===== src/rtl/ofs_fim_axis_tx_gen_if.sv =====
// Shared definitions for the AXIS transmit generator.
//   ofs_pcie_ss_cfg_pkg : default AXIS data/user widths of the PCIe subsystem.
//   pcie_ss_axis_if     : AXI-Stream bundle (tvalid, tready, tdata, tkeep, tlast,
//                         tuser_vendor) with source and sink modports.
package ofs_pcie_ss_cfg_pkg;
    parameter int TDATA_WIDTH = 512;
    parameter int TUSER_WIDTH = 10;
endpackage

interface pcie_ss_axis_if #(
    parameter int DATA_W = ofs_pcie_ss_cfg_pkg::TDATA_WIDTH,
    parameter int USER_W = ofs_pcie_ss_cfg_pkg::TUSER_WIDTH
);
    logic                  tvalid;
    logic                  tready;
    logic                  tlast;
    logic [DATA_W-1:0]     tdata;
    logic [DATA_W/8-1:0]   tkeep;
    logic [USER_W-1:0]     tuser_vendor;

    modport source (
        output tvalid, tlast, tdata, tkeep, tuser_vendor,
        input  tready
    );

    modport sink (
        input  tvalid, tlast, tdata, tkeep, tuser_vendor,
        output tready
    );
endinterface


===== src/rtl/ofs_fim_axis_tx_gen.sv =====
// AXI-Stream transmit pattern generator.
// A start pulse in IDLE launches a job of pkt_count packets, each pkt_len beats
// long. Beat k of the job carries the 32-bit word (seed + k) replicated across
// the bus; the last beat of each packet may carry a partial tkeep.
//
// Ports:
//   clk, rst_n          clock, synchronous active-low reset
//   start               one-cycle job request (honoured only in IDLE)
//   pkt_len, pkt_count  beats per packet (0 acts as 1), packets per job
//   last_bytes          valid bytes on each tlast beat (0 = full beat)
//   seed                first data word of the job
//   busy, done          job in progress, one-cycle completion pulse
//   beat_cnt, stall_cnt accepted beats / stalled tvalid cycles
//   axis_m              AXIS source
//
// Build option: define OFS_FIM_AXIS_TX_GEN_STATS_EN to enable the beat/stall
// statistics counters; otherwise both ports read constant zero.
//
// State | meaning
// IDLE  | waiting for start
// SEND  | tvalid high, presenting beats
// GAP   | idle spacing between packets (GAP_CYCLES > 0 only)
// FIN   | job complete, done pulses on exit
module ofs_fim_axis_tx_gen #(
    parameter int TDATA_WIDTH = ofs_pcie_ss_cfg_pkg::TDATA_WIDTH,
    parameter int TUSER_WIDTH = ofs_pcie_ss_cfg_pkg::TUSER_WIDTH,
    parameter int GAP_CYCLES  = 0
) (
    input  logic                               clk,
    input  logic                               rst_n,
    input  logic                               start,
    input  logic [15:0]                        pkt_len,
    input  logic [15:0]                        pkt_count,
    input  logic [$clog2(TDATA_WIDTH/8)-1:0]   last_bytes,
    input  logic [31:0]                        seed,
    output logic                               busy,
    output logic                               done,
    output logic [31:0]                        beat_cnt,
    output logic [31:0]                        stall_cnt,
    pcie_ss_axis_if.source                     axis_m
);

    localparam int KEEP_W = TDATA_WIDTH / 8;
    localparam int LB_W   = $clog2(KEEP_W);
    localparam int WORDS  = TDATA_WIDTH / 32;
    localparam int GAP_W  = (GAP_CYCLES > 1) ? $clog2(GAP_CYCLES) : 1;

    typedef enum logic [1:0] {IDLE, SEND, GAP, FIN} state_t;

    state_t                  state;
    logic [15:0]             len_q;
    logic [15:0]             cnt_q;
    logic [LB_W-1:0]         lb_q;
    logic [31:0]             seed_q;
    logic [15:0]             beat_idx;
    logic [15:0]             pkt_idx;
    logic [31:0]             pat_idx;
    logic [GAP_W-1:0]        gap_cnt;
    logic                    tvalid_r;
    logic                    tlast_r;
    logic [TDATA_WIDTH-1:0]  tdata_r;
    logic [KEEP_W-1:0]       tkeep_r;

    logic                    xfer;
    logic                    pkt_final;
    logic                    next_last;
    logic [31:0]             next_pat;

    function automatic logic [TDATA_WIDTH-1:0] rep_word(input logic [31:0] w);
        return {WORDS{w}};
    endfunction

    function automatic logic [KEEP_W-1:0] keep_mask(input logic is_last,
                                                    input logic [LB_W-1:0] lb);
        logic [KEEP_W-1:0] m;
        m = '1;
        if (is_last && lb != '0) begin
            for (int i = 0; i < KEEP_W; i++) begin
                m[i] = (i < int'(lb));
            end
        end
        return m;
    endfunction

    assign xfer      = tvalid_r && axis_m.tready;
    // Comparing against count-1 keeps 65535-packet jobs inside 16 bits.
    assign pkt_final = (pkt_idx == cnt_q - 16'd1);
    assign next_last = (beat_idx + 16'd1 == len_q - 16'd1);
    assign next_pat  = pat_idx + 32'd1;

    always_ff @(posedge clk) begin
        if (!rst_n) begin
            state    <= IDLE;
            len_q    <= '0;
            cnt_q    <= '0;
            lb_q     <= '0;
            seed_q   <= '0;
            beat_idx <= '0;
            pkt_idx  <= '0;
            pat_idx  <= '0;
            gap_cnt  <= '0;
            tvalid_r <= 1'b0;
            tlast_r  <= 1'b0;
            tdata_r  <= '0;
            tkeep_r  <= '0;
            busy     <= 1'b0;
            done     <= 1'b0;
        end else begin
            done <= 1'b0;
            case (state)
                IDLE: begin
                    if (start) begin
                        len_q    <= (pkt_len == 16'd0) ? 16'd1 : pkt_len;
                        cnt_q    <= pkt_count;
                        lb_q     <= last_bytes;
                        seed_q   <= seed;
                        beat_idx <= '0;
                        pkt_idx  <= '0;
                        pat_idx  <= '0;
                        busy     <= 1'b1;
                        if (pkt_count == 16'd0) begin
                            state <= FIN;
                        end else begin
                            state    <= SEND;
                            tvalid_r <= 1'b1;
                            tdata_r  <= rep_word(seed);
                            tlast_r  <= (pkt_len <= 16'd1);
                            tkeep_r  <= keep_mask(pkt_len <= 16'd1, last_bytes);
                        end
                    end
                end
                SEND: begin
                    // Outputs only advance on a transfer, so they hold while stalled.
                    if (xfer) begin
                        pat_idx <= next_pat;
                        tdata_r <= rep_word(seed_q + next_pat);
                        if (tlast_r) begin
                            beat_idx <= '0;
                            tlast_r  <= (len_q == 16'd1);
                            tkeep_r  <= keep_mask(len_q == 16'd1, lb_q);
                            if (pkt_final) begin
                                state    <= FIN;
                                tvalid_r <= 1'b0;
                                tlast_r  <= 1'b0;
                            end else begin
                                pkt_idx <= pkt_idx + 16'd1;
                                if (GAP_CYCLES > 0) begin
                                    state    <= GAP;
                                    tvalid_r <= 1'b0;
                                    gap_cnt  <= GAP_W'(GAP_CYCLES - 1);
                                end
                            end
                        end else begin
                            beat_idx <= beat_idx + 16'd1;
                            tlast_r  <= next_last;
                            tkeep_r  <= keep_mask(next_last, lb_q);
                        end
                    end
                end
                GAP: begin
                    // Next packet's first beat is already staged on the outputs.
                    if (gap_cnt == '0) begin
                        state    <= SEND;
                        tvalid_r <= 1'b1;
                    end else begin
                        gap_cnt <= gap_cnt - 1'b1;
                    end
                end
                FIN: begin
                    state <= IDLE;
                    busy  <= 1'b0;
                    done  <= 1'b1;
                end
                default: state <= IDLE;
            endcase
        end
    end

    assign axis_m.tvalid       = tvalid_r;
    assign axis_m.tlast        = tlast_r;
    assign axis_m.tdata        = tdata_r;
    assign axis_m.tkeep        = tkeep_r;
    assign axis_m.tuser_vendor = {TUSER_WIDTH{1'b0}};

`ifdef OFS_FIM_AXIS_TX_GEN_STATS_EN
    logic [31:0] beat_cnt_r;
    logic [31:0] stall_cnt_r;

    always_ff @(posedge clk) begin
        if (!rst_n) begin
            beat_cnt_r  <= '0;
            stall_cnt_r <= '0;
        end else if (state == IDLE && start) begin
            beat_cnt_r  <= '0;
            stall_cnt_r <= '0;
        end else begin
            if (xfer && beat_cnt_r != '1) begin
                beat_cnt_r <= beat_cnt_r + 32'd1;
            end
            if (tvalid_r && !axis_m.tready && stall_cnt_r != '1) begin
                stall_cnt_r <= stall_cnt_r + 32'd1;
            end
        end
    end

    assign beat_cnt  = beat_cnt_r;
    assign stall_cnt = stall_cnt_r;
`else
    assign beat_cnt  = '0;
    assign stall_cnt = '0;
`endif

endmodule


===== src/flat_wrapper.sv =====
// flat-port wrapper written by rule: the top's interface ports become plain ports
module ofs_fim_axis_tx_gen_flat 
#(
    parameter int TDATA_WIDTH = ofs_pcie_ss_cfg_pkg::TDATA_WIDTH,
    parameter int TUSER_WIDTH = ofs_pcie_ss_cfg_pkg::TUSER_WIDTH,
    parameter int GAP_CYCLES  = 0
)
  (clk, rst_n, start, pkt_len, pkt_count, last_bytes, seed, busy, done, beat_cnt, stall_cnt, axis_m_tvalid, axis_m_tlast, axis_m_tdata, axis_m_tkeep, axis_m_tuser_vendor, axis_m_tready);
  pcie_ss_axis_if #(.DATA_W(512), .USER_W(10)) axis_m_i ();
  input  logic clk;
  input  logic rst_n;
  input  logic start;
  input  logic [15:0] pkt_len;
  input  logic [15:0] pkt_count;
  input  logic [$clog2(TDATA_WIDTH/8)-1:0] last_bytes;
  input  logic [31:0] seed;
  output logic busy;
  output logic done;
  output logic [31:0] beat_cnt;
  output logic [31:0] stall_cnt;
  output wire logic [$bits(axis_m_i.tvalid)-1:0] axis_m_tvalid;
  output wire logic [$bits(axis_m_i.tlast)-1:0] axis_m_tlast;
  output wire logic [$bits(axis_m_i.tdata)-1:0] axis_m_tdata;
  output wire logic [$bits(axis_m_i.tkeep)-1:0] axis_m_tkeep;
  output wire logic [$bits(axis_m_i.tuser_vendor)-1:0] axis_m_tuser_vendor;
  input wire logic [$bits(axis_m_i.tready)-1:0] axis_m_tready;
  assign axis_m_tvalid = axis_m_i.tvalid;
  assign axis_m_tlast = axis_m_i.tlast;
  assign axis_m_tdata = axis_m_i.tdata;
  assign axis_m_tkeep = axis_m_i.tkeep;
  assign axis_m_tuser_vendor = axis_m_i.tuser_vendor;
  assign axis_m_i.tready = axis_m_tready;
  ofs_fim_axis_tx_gen #(.TDATA_WIDTH(TDATA_WIDTH), .TUSER_WIDTH(TUSER_WIDTH), .GAP_CYCLES(GAP_CYCLES)) u_core (.clk(clk), .rst_n(rst_n), .start(start), .pkt_len(pkt_len), .pkt_count(pkt_count), .last_bytes(last_bytes), .seed(seed), .busy(busy), .done(done), .beat_cnt(beat_cnt), .stall_cnt(stall_cnt), .axis_m(axis_m_i));
endmodule

===== config.mk =====
export PLATFORM = sky130hd
export DESIGN_NAME = ofs_fim_axis_tx_gen_flat
export DESIGN_NICKNAME = d
export VERILOG_FILES = /design/src/rtl/ofs_fim_axis_tx_gen_if.sv /design/src/rtl/ofs_fim_axis_tx_gen.sv /design/src/flat_wrapper.sv
export SDC_FILE = /design/constraint.sdc
export NUM_CORES = 1
export LEC_CHECK = 0
export ABC_AREA = 1
export CORE_AREA = 2 2 285 287
export DETAILED_ROUTE_END_ITERATION = 12
export DIE_AREA = 0 0 287 289
export SLEW_MARGIN = 20
export SYNTH_ARGS = -nofsm -noshare
export SYNTH_HDL_FRONTEND = slang
export SYNTH_SLANG_ARGS = --single-unit
export TNS_END_PERCENT = 20

===== constraint.sdc =====
create_clock -name clk -period 9.1 [get_ports clk]
set_input_delay 2.275 -clock clk [delete_from_list [all_inputs] [get_ports clk]]
set_output_delay 2.275 -clock clk [all_outputs]
set_load 0.02 [all_outputs]

Word level (Yosys, flattened, before mapping) --
Cells that the tools add are included.
Storage, ports and cells: register bits 717, output and inout port bits 654, logic and storage cells 229
Cells by class: add/subtract/negate cells 7, $lt $le $gt $ge 127, equality and inequality tests 13, mux-type cells 48, reductions and logical operators 19
Operator list (count):
- 2-to-1 mux 512 bit | 3
- one-hot mux 512 bit (2 select lines) | 1
- 2-to-1 mux 64 bit | 7
- < comparator 6 bit, first input constant | 62
- < comparator 5 x 6 -> 1 bit, first input constant | 32
- one-hot mux 64 bit (2 select lines) | 1
- 2-to-1 mux 16 bit | 7
- < comparator 4 x 6 -> 1 bit, first input constant | 16
- 2-to-1 mux 32 bit | 2
- one-hot mux 16 bit (2 select lines) | 2
- one-hot mux 32 bit (2 select lines) | 1
- < comparator 3 x 6 -> 1 bit, first input constant | 8
- adder 16 x 1 -> 16 bit, second input constant | 2
- adder 32 x 1 -> 32 bit, second input constant | 1
- adder 32 bit | 1
- equality test 16 bit | 2
- logical NOT 16 bit | 2
- subtractor 16 x 1 -> 16 bit, second input constant | 2
- < comparator 1 x 6 -> 1 bit, first input constant | 4
- < comparator 2 x 6 -> 1 bit, first input constant | 4
- equality test 16 x 1 -> 1 bit, second input constant | 1
- less-or-equal comparator 16 x 1 -> 1 bit, second input constant | 1
- 2-to-1 mux 1 bit | 14
- 2-to-1 mux 2 bit | 6
- 18 further kinds | 32

Longest topological paths before layout --
depth in word-level cells 7, gate-level depth with buffers 26

Least setup slack after synthesis --
Ideal clock, no wire load.
kind input port to flip-flop, from input port pkt_len[13], to register u_core.tkeep_r[36] (netlist: u_core.axis_m.tkeep[36]), setup time 0.126 ns, data arrival time 3.834 ns, required time 8.974 ns, setup slack 5.140 ns, stages 11, buffers on the path 1, cells stage by stage inv_1 -> nand4_1 -> nor4_1 -> nand2_1 -> a21oi_1 -> inv_1 -> buf_2 -> nor3_1 -> o21ai_0 -> o41ai_1 -> a21oi_1
On the way: cells in the longest elaborated chain, start to end 6
RTL lines:
- start, declared | line flat_wrapper.sv:13 | input logic [15:0] pkt_len;
- less-or-equal comparator 16 x 1 -> 1 bit | line ofs_fim_axis_tx_gen.sv:128 | tkeep_r <= keep_mask(pkt_len <= 16'd1, last_bytes);
- logical AND 1 bit | line ofs_fim_axis_tx_gen.sv:77 | if (is_last && lb != '0) begin
- 2-to-1 mux 64 bit | line ofs_fim_axis_tx_gen.sv:77
- 2-to-1 mux 64 bit | line ofs_fim_axis_tx_gen.sv:121 | if (pkt_count == 16'd0) begin
- 2-to-1 mux 64 bit | line ofs_fim_axis_tx_gen.sv:112 | if (start) begin
- one-hot mux 64 bit (2 select lines) | line ofs_fim_axis_tx_gen.sv:110 | case (state)
- end signal, assigned | line ofs_fim_axis_tx_gen.sv:128
- end signal, assigned | line ofs_fim_axis_tx_gen.sv:140 | tkeep_r <= keep_mask(len_q == 16'd1, lb_q);
- end signal, assigned | line ofs_fim_axis_tx_gen.sv:156 | tkeep_r <= keep_mask(next_last, lb_q);
- end, declared | line ofs_fim_axis_tx_gen.sv:62 | logic [KEEP_W-1:0] tkeep_r;
Every way passes these cells. The select of a mux whose other input is x is not followed. A chain may end at the register's enable or synchronous reset.

Worst setup path after layout --
from input port pkt_count[8], to register u_core.tkeep_r[36] (netlist: u_core.axis_m.tkeep[36])
On the way: cells in the longest elaborated chain, start to end 3
RTL lines:
- start, declared | line flat_wrapper.sv:14 | input logic [15:0] pkt_count;
- logical NOT 16 bit | line ofs_fim_axis_tx_gen.sv:121
- != test 2 bit (no source line)
- AND reduction 4 bit (no source line)
Every way passes these cells.

==> results.md <==
* CP Data Arrival Time at between 6 and 7 ns
* Asr flop ratio synth at 0
* Die area at just over 80000 um^2
* R2R depth at 12
* Worst Slack Setup Final at between 3 and 4 ns
* DP Worst Slack at 2.78 ns
* Largest net degree at the start of global routing at about 90
* YS warnings at 0
* Met3 wire length at slightly below 6 mm
* Longest Clk Path Bufs at 3
* Max incr delay on CP at between 0.8 and 0.9 ns
* Min Hold Slack at roughly 0.47 ns
* Fin area at roughly 24000 um^2
* Layout net count at 3141
* Synth Instances at 2907
* Final slew viol count at 0
* Number of synthesized flops with an enable pin at 0
* Register area share after synthesis at 0.242
* I/O Buffers at about 650
* Later-pin clock latency in the skew report at about 0.57 ns
* DR iter-0 viols at around 1600
* Post-DR vias/cell at ~4.6
* Number of cells on the critical path at 9
* Initial antenna violation count at 4
* Top delay family on crit path: simple AND/OR/NAND/NOR gates
* Worst hold path type: flop to flop
* CTS tree: done
* Fmax achieved at between 0.15 and 0.2 GHz
* CP endpoint: u_core.axis_m.tkeep[36]
* Drt first pass iters at 6
* Wire length on met1 at roughly 33 mm
* # IOs at 728
* Main synth FF type: dfxtp_1
* CP max-delay cell: nor4_1
* Crit end category: flop
* Number of synthesized register bits at between 200 and 250
* PD cells at between 150 and 200 nW/um^2
* Routed length per instance at 17.6 um
* CP Cell Sequence: clkdlybuf4s50_1, nor4_1, nand3_1, nor4_1, or2_4, inv_4, o21ai_0, o41ai_1, a21oi_1
* Cts repair resizes at 0
* Synthesis-to-finish area growth at 23.0%
* Final setup vio count at 0
* CTS H-Tree Depth at 1
* Fill count at 8724
* Inserted Clock Buffers at 27
* Static Leak at ~9.4 nW
* Max Used Layer: met5
* Post-Syn Area at 19500 um^2
* Tmin final at ~5.7 ns
* Global-route wire length before repair at 104 mm
* Max Cap Viol at 0
* DR vias at 18724
* Avg Synthesized Cell Area at between 6 and 7 um^2
* Routed WL at ~72 mm
* Final hold viol count at 0
* Area of placed instances at ~23000 um^2
* RR Startpoint: u_core.state[0]
* CTS clk-pin slew, worst paths at roughly 0.060 ns
* Max Clock Skew at 0.0154 ns
* Most common cell on crit path: nor4_1
* Register-to-register setup slack at 4.34 ns
* Relative slew slack at 0.329
* VDD IR max at ~0.12 mV
* Total core area at 79900 um^2
* Vias in the first global route at approximately 17000
* Status: complete, no violations
* Crit. Startpoint: pkt_count[8]
* Final worst path period share at 0.624
* Post-CTS setup buffer count at 0
* GP Congestion at around 0.93
* Worst Path Max Fanout at between 90 and 100
* Worst R2R End: u_core.axis_m.tkeep[37]
* Die W at roughly 290 um
* Synth unique cells at 70
* Global Route Usage Sum at 0.160
* Share of cells above drive strength 1 at 0.0520
* CTS Hold Bufs at 0
* Cell Rows at 104
* DRT antenna net count at 0
* Root Buffer: clkbuf_16
* GRT Residual Overflow at 0
* DP HPWL at approximately 55 mm
* WP buf/inv at 2
* CTS Sinks at approximately 240
* RSZ-0062 raised after global routing: no
* Final cell count without fillers at approximately 4100
* Residual DRC at 0
* Met2 Routed Length at 31.9 mm
* Worst setup path category: primary input to flop
* Fin Setup TNS at 0 ns
* Post-placement cell count at 4053
* Slew of the pin with the lowest slew margin at ~1.0 ns
* Req. time, crit path at about 9.6 ns
* Die Span Y at between 200 and 300 um
* Startpoint types: primary input
* Initial core utilization at 0.245
per-layer routing:
layer	up-vias	global-route usage
li1	9120	-
met1	8630	0.223
met4	4	0.0409
met2	853	0.252
met3	117	0.0309
met5	-	0
cells in the mapped netlist, drive strengths merged, types with 27 or more instances:
cell type  instances  share of area
nand3            150          0.041
nand2            546           0.11
dfxtp            236           0.24
a21oi            293          0.077
o22ai             27         0.0086
inv              232          0.045
ha                43          0.028
nor3              34         0.0097
buf              580           0.22
nand4             41          0.013
o21ai            214          0.056
nor2             237          0.050
xor2              67          0.030
clkbuf            74          0.017
worst min-delay path by stage:
stage / slack, ns / startpoint / endpoint / depth (start not counted)
global placement: 0.45 / u_core.axis_m.tkeep[0] / u_core.axis_m.tkeep[0] / 2
finish: 0.47 / u_core.axis_m.tkeep[14] / u_core.axis_m.tkeep[14] / 2
detailed placement: 0.46 / u_core.axis_m.tkeep[0] / u_core.axis_m.tkeep[0] / 2
CTS: 0.47 / u_core.axis_m.tkeep[14] / u_core.axis_m.tkeep[14] / 2
global route: 0.49 / u_core.axis_m.tkeep[14] / u_core.axis_m.tkeep[14] / 2
floorplan: 0.45 / u_core.seed_q[0] / u_core.seed_q[0] / 2
sequential cells by signal, indices dropped and copies added (netlist names), 16 cells and up:
register / cells
u_core.pkt_idx: 16
u_core.seed_q: 32
u_core.axis_m.tdata: 32
u_core.pat_idx: 32
u_core.axis_m.tkeep: 64
u_core.len_q: 16
u_core.beat_idx: 16
u_core.cnt_q: 16
layout make-up:
| type | count | area [um^2] | share of cell area |
|---|---|---|---|
| Timing Repair Buffer | 671 | 6680 | 0.278 |
| Antenna cell | 1 | 2.50 | 0.000104 |
| Tap cell | 1060 | 1330 | 0.0552 |
| Clock inverter | 8 | 81.3 | 0.00338 |
| Sequential cell | 236 | 4730 | 0.197 |
| Inverter | 239 | 912 | 0.0379 |
| Multi-Input combinational cell | 1848 | 9540 | 0.397 |
| Clock buffer | 39 | 771 | 0.0321 |
cells by family after synthesis:
| group | synth area share |
|---|---|
| AO/OA/AOI/OAI | 0.168 |
| XOR/XNOR | 0.0407 |
| adder cells (fa/ha/maj) | 0.0286 |
| buffers and inverters | 0.286 |
| flip-flops | 0.242 |
| other | 0.000192 |
| AND/OR/NAND/NOR | 0.235 |
tightest hold or removal path, delay by kind of cell, from the launching register on:
family	cells	cell delay (ns)
and+or+nand+nor	1	0.06
DFF	1	0.31
AOI/OAI and AO/OA	1	0.05
power by group:
group          switching, W  total [W]  internal, W
registers          0.000166    0.00129      0.00112
clock network      0.000483    0.00110     0.000615
logic              0.000996    0.00169     0.000693
total               0.00164    0.00407      0.00243
through the flow:
step | util | power [W]
floorplan | - | 0.00250
global placement | 0.290 | 0.00299
CTS | 0.300 | 0.00410
finish | 0.301 | 0.00407
detailed placement | 0.290 | 0.00299
global route | 0.301 | 0.00427
placed cells by master, fill, tap and decap left out, types with 25 or more instances in the layout:
master,count
clkdlybuf4s50_1,652
o21ai_0,184
conb_1,74
nand2_1,525
clkbuf_16,27
dfxtp_1,235
o22ai_1,27
nor3_1,30
nand4_1,41
nand3_1,144
ha_1,43
o21ai_1,25
a21oi_1,282
nor2_1,214
inv_1,217
xor2_1,66
(Power assumes the default switching activity.)
